$ cat src/rtl/edge_interval_counter.sv
// Edge detector and interval classifier for the toggle checker.
// Registers Q_IN, flags edges combinationally, counts CK cycles since the last
// edge (saturating) and classifies the interval against EXP_HALF +/- TOL.
// Ports:
//   CK       in   clock, rising edge
//   RB       in   asynchronous active-high reset
//   Q_IN     in   monitored signal (same clock domain)
//   is_edge  out  Q_IN differs from its value last cycle
//   good     out  edge with interval inside the tolerance window
//   bad      out  early edge, or non-edge cycle reaching the window limit
//   interval out  cycles elapsed since the previous edge
module edge_interval_counter #(
  parameter int CNT_W    = 8,
  parameter int EXP_HALF = 1,
  parameter int TOL      = 0
) (
  input  logic             CK,
  input  logic             RB,
  input  logic             Q_IN,
  output logic             is_edge,
  output logic             good,
  output logic             bad,
  output logic [CNT_W-1:0] interval
);

  localparam logic [CNT_W-1:0] LO      = CNT_W'(EXP_HALF - TOL);
  localparam logic [CNT_W-1:0] HI      = CNT_W'(EXP_HALF + TOL);
  localparam logic [CNT_W-1:0] CNT_MAX = '1;

  logic             q_d;
  logic [CNT_W-1:0] cnt;

  // NOTE: sequential state uses non-blocking assignments so every register
  // samples pre-edge values regardless of statement order.
  always_ff @(posedge CK or posedge RB) begin
    if (RB) begin
      q_d <= 1'b0;
      cnt <= '0;
    end else begin
      q_d <= Q_IN;
      if (is_edge)
        cnt <= CNT_W'(1);
      else if (cnt != CNT_MAX)
        cnt <= cnt + CNT_W'(1);
    end
  end

  assign is_edge  = Q_IN ^ q_d;
  assign good     = is_edge && (cnt >= LO) && (cnt <= HI);
  // HI < CNT_MAX, so cnt passes HI exactly once per interval: the timeout
  // fires a single time and cannot recur until an edge restarts cnt.
  // An edge arriving after HI is late but not reported again.
  assign bad      = is_edge ? (cnt < LO) : (cnt == HI);
  assign interval = cnt;

endmodule

$ cat config.mk
export PLATFORM = sky130hd
export DESIGN_NAME = edge_interval_counter
export DESIGN_NICKNAME = d
export VERILOG_FILES = /design/src/rtl/edge_interval_counter.sv
export SDC_FILE = /design/constraint.sdc
export NUM_CORES = 1
export LEC_CHECK = 0
export BUFFER_PORTS_ARGS = -buffer_cell sky130_fd_sc_hd__buf_2
export CORE_UTILIZATION = 30
export DETAILED_ROUTE_END_ITERATION = 16
export PLACE_DENSITY = 0.51
export SYNTH_ARGS = -nofsm -noshare
export SYNTH_HDL_FRONTEND = slang
export SYNTH_SLANG_ARGS = --single-unit
$ cat constraint.sdc
create_clock -name CK -period 2.1 [get_ports CK]
set_clock_uncertainty 0.05 [all_clocks]
set_input_delay 0.42 -clock CK [delete_from_list [all_inputs] [get_ports CK]]
set_output_delay 0.42 -clock CK [all_outputs]
set_load 0.03 [all_outputs]
==> reports/qor.yml <==
run_status:
  status: "completed"
final_layout:
  filler_cell_count: 172
  seqCellArea_um2: 225
  n_antenna_cell: 0
  fin_cells: 91
  fin_nets: 82
  multi_input_area_um2: 278
  area_delta_synth_final_pct: 21.0
  layout-drive-gt1-share: 0.293
global_route:
  grt_overflow_total: 0
  antenna_found_initial: 0
  grt_pass1_vias: 420
  grt_first_pass_wirelength_um: 1860
  grt_util_all_layers: 0.134
  grt_max_degree: 12
yosys:
  async_flop_share: 1.00
  synth_ff_type: "dfrtp_1"
  yosys.area.top_type_share: 0.426
  synth_seq_cells: 9
  synth_cells: 58
  synth_area_leaders: "dfrtp_1 43%, a31oi_1 8.3%, ha_1 7.1%"
  yosysSeqAreaShare: 0.426
  yosysMostFrequentCell: "dfrtp_1"
  synthesis.area_um2: 529
  synth_nets: 64
  synth_top_area_cell: "dfrtp_1"
  synth_warnings: 0
  post_synth_num_cell_types: 25
  synthTopCellsByCount: "9 x dfrtp_1, 7 x a31oi_1, 5 x nand2_1"
  avgSynthCellArea_um2: 9.13
  synth_edf_count: 0
timing:
  min_period_over_period: 0.922
  finalSetupViolations: 0
  finalMaxSlewViolations: 0
  hold_viol_final: 0
  max-slew-margin-rel: 0.758
  worst_pin_slew_ps: 362
  fin_crit_ps: 1940
  tns_ps: 0
  rsz0062_at_grt: "false"
  max_freq_mhz: 516
setup_path:
  cp.arrival_ps: 1470
  required_ps: 1630
  crit_path_end_kind: "output port"
  cp_max_fo: 9
  crit_type: "reg -> out"
  crit_path_start_kind: "flip-flop"
job:
  cap_violations: 0
routing:
  drcViolationCount: 0
  wl_um: 1190
  drtIter0Drc: 27
  wl_per_cell_um: 13.1
  ant_nets: 0
  vias: 516
  drt_first_pass_iters: 6
  routed_via_density: 5.67
clocking:
  post-cts-setup-buffers: 0
  ctsHtreeMaxLevel: 1
  post_cts_resized: 0
  cts_tree: "done"
  cts.clk_slew.worst_paths_ps: 60
  ctsHoldBuffers: 0
  cts_buffers: 3
  clk_latency_ps: 260
  clk_path_buf_depth: 2
  cts_sinks: 9
  root_buffer: "clkbuf_4"
die:
  die_y_um: 44
  start_util: 0.336
  core_um2: 1580
  dieArea_um2: 1940
  rows: 14
  io_pins: 14
  die_w_um: 44
min_path:
  hold_path_class: "in -> async"
pwr:
  p_leak_nw: 0.315
  powerDensity_nw_per_um2: 776
  max-vdd-ir-drop_v: 0.000495
placement:
  io_buffers: 13
  place_inst: 87
  hpwl_um: 865
  gp_congestion: 0.754
## through the flow
stage	util	instance area, µm²	setup slack, ps	hold slack [ps]	total power [mW]
2_1_floorplan	-	529	187	198	0.322
3_3_place_gp	0.390	614	356	361	0.367
3_5_place_dp	0.390	614	336	355	0.365
4_1_cts	0.406	641	151	70.2	0.503
5_1_grt	0.406	641	53.5	89.9	0.524
6_report	0.406	641	163	59.1	0.497
## registers in the layout, indices dropped and copies added (netlist names)
signal / flops
q_d: 1
interval: 8
## critical path: stages (launching register included)
cell     delay, ps
dfrtp_1        470
nor4_1         300
nand2_1        110
a21oi_1        110
buf_2          200
## where the power goes
part / internal (mW) / switching [mW]
clock: 0.0734 / 0.0632
sequential: 0.187 / 0.0256
combinational: 0.0453 / 0.103
## kinds of logic after synthesis
group,count (synthesis),synth area share
flops,9,0.426
buf+inv,6,0.0497
simple gates,24,0.260
fa+ha+maj,3,0.0709
compound gates,15,0.177
xor+xnor,1,0.0166
## worst paths after layout
| kind | end | cells after the start | start | slack, ps |
|---|---|---|---|---|
| setup / recovery | bad | 4 | interval[2]$_DFFE_PP0P_ | 160 |
| hold / removal | interval[2]$_DFFE_PP0P_ | 2 | RB | 60 |
| setup reg to reg | interval[3]$_DFFE_PP0P_ | 4 | interval[0]$_DFFE_PP0P_ | 590 |
| hold reg to reg | interval[7]$_DFFE_PP0P_ | 1 | interval[7]$_DFFE_PP0P_ | 530 |
| max in group asynchronous | interval[6]$_DFFE_PP0P_ | 2 | RB | 1680 |
| min in group CK | q_d$_DFF_PP0_ | 1 | Q_IN | 230 |
## final cells by class
| cell class | count | share of cell area |
|---|---|---|
| well taps | 16 | 0.0313 |
| flip-flops and latches | 9 | 0.352 |
| multi-input cells | 43 | 0.434 |
| inverters | 5 | 0.0293 |
| clock buffers | 4 | 0.0410 |
| repair buffers | 14 | 0.113 |
## metal layers
metal | up-vias | global-route usage | wire, µm
met5 | - | 0 | 0
met4 | 0 | 0.0182 | 9
met3 | 2 | 0.0750 | 83
met2 | 19 | 0.200 | 544
met1 | 246 | 0.175 | 552
li1 | 249 | - | -
## cell usage in the layout (no fill, tap or decap), drive strengths merged, types with 2 or more instances in the layout
cell	n
nand3	2
ha	3
dfrtp	9
a31oi	7
nand2	5
a21oi	2
or3	2
nor3	3
buf	14
clkbuf	4
inv	5
o21ai	4
and3	2
nor2	3
a211oi	2
and4	2
nand4	2
(Power assumes the default switching activity.)
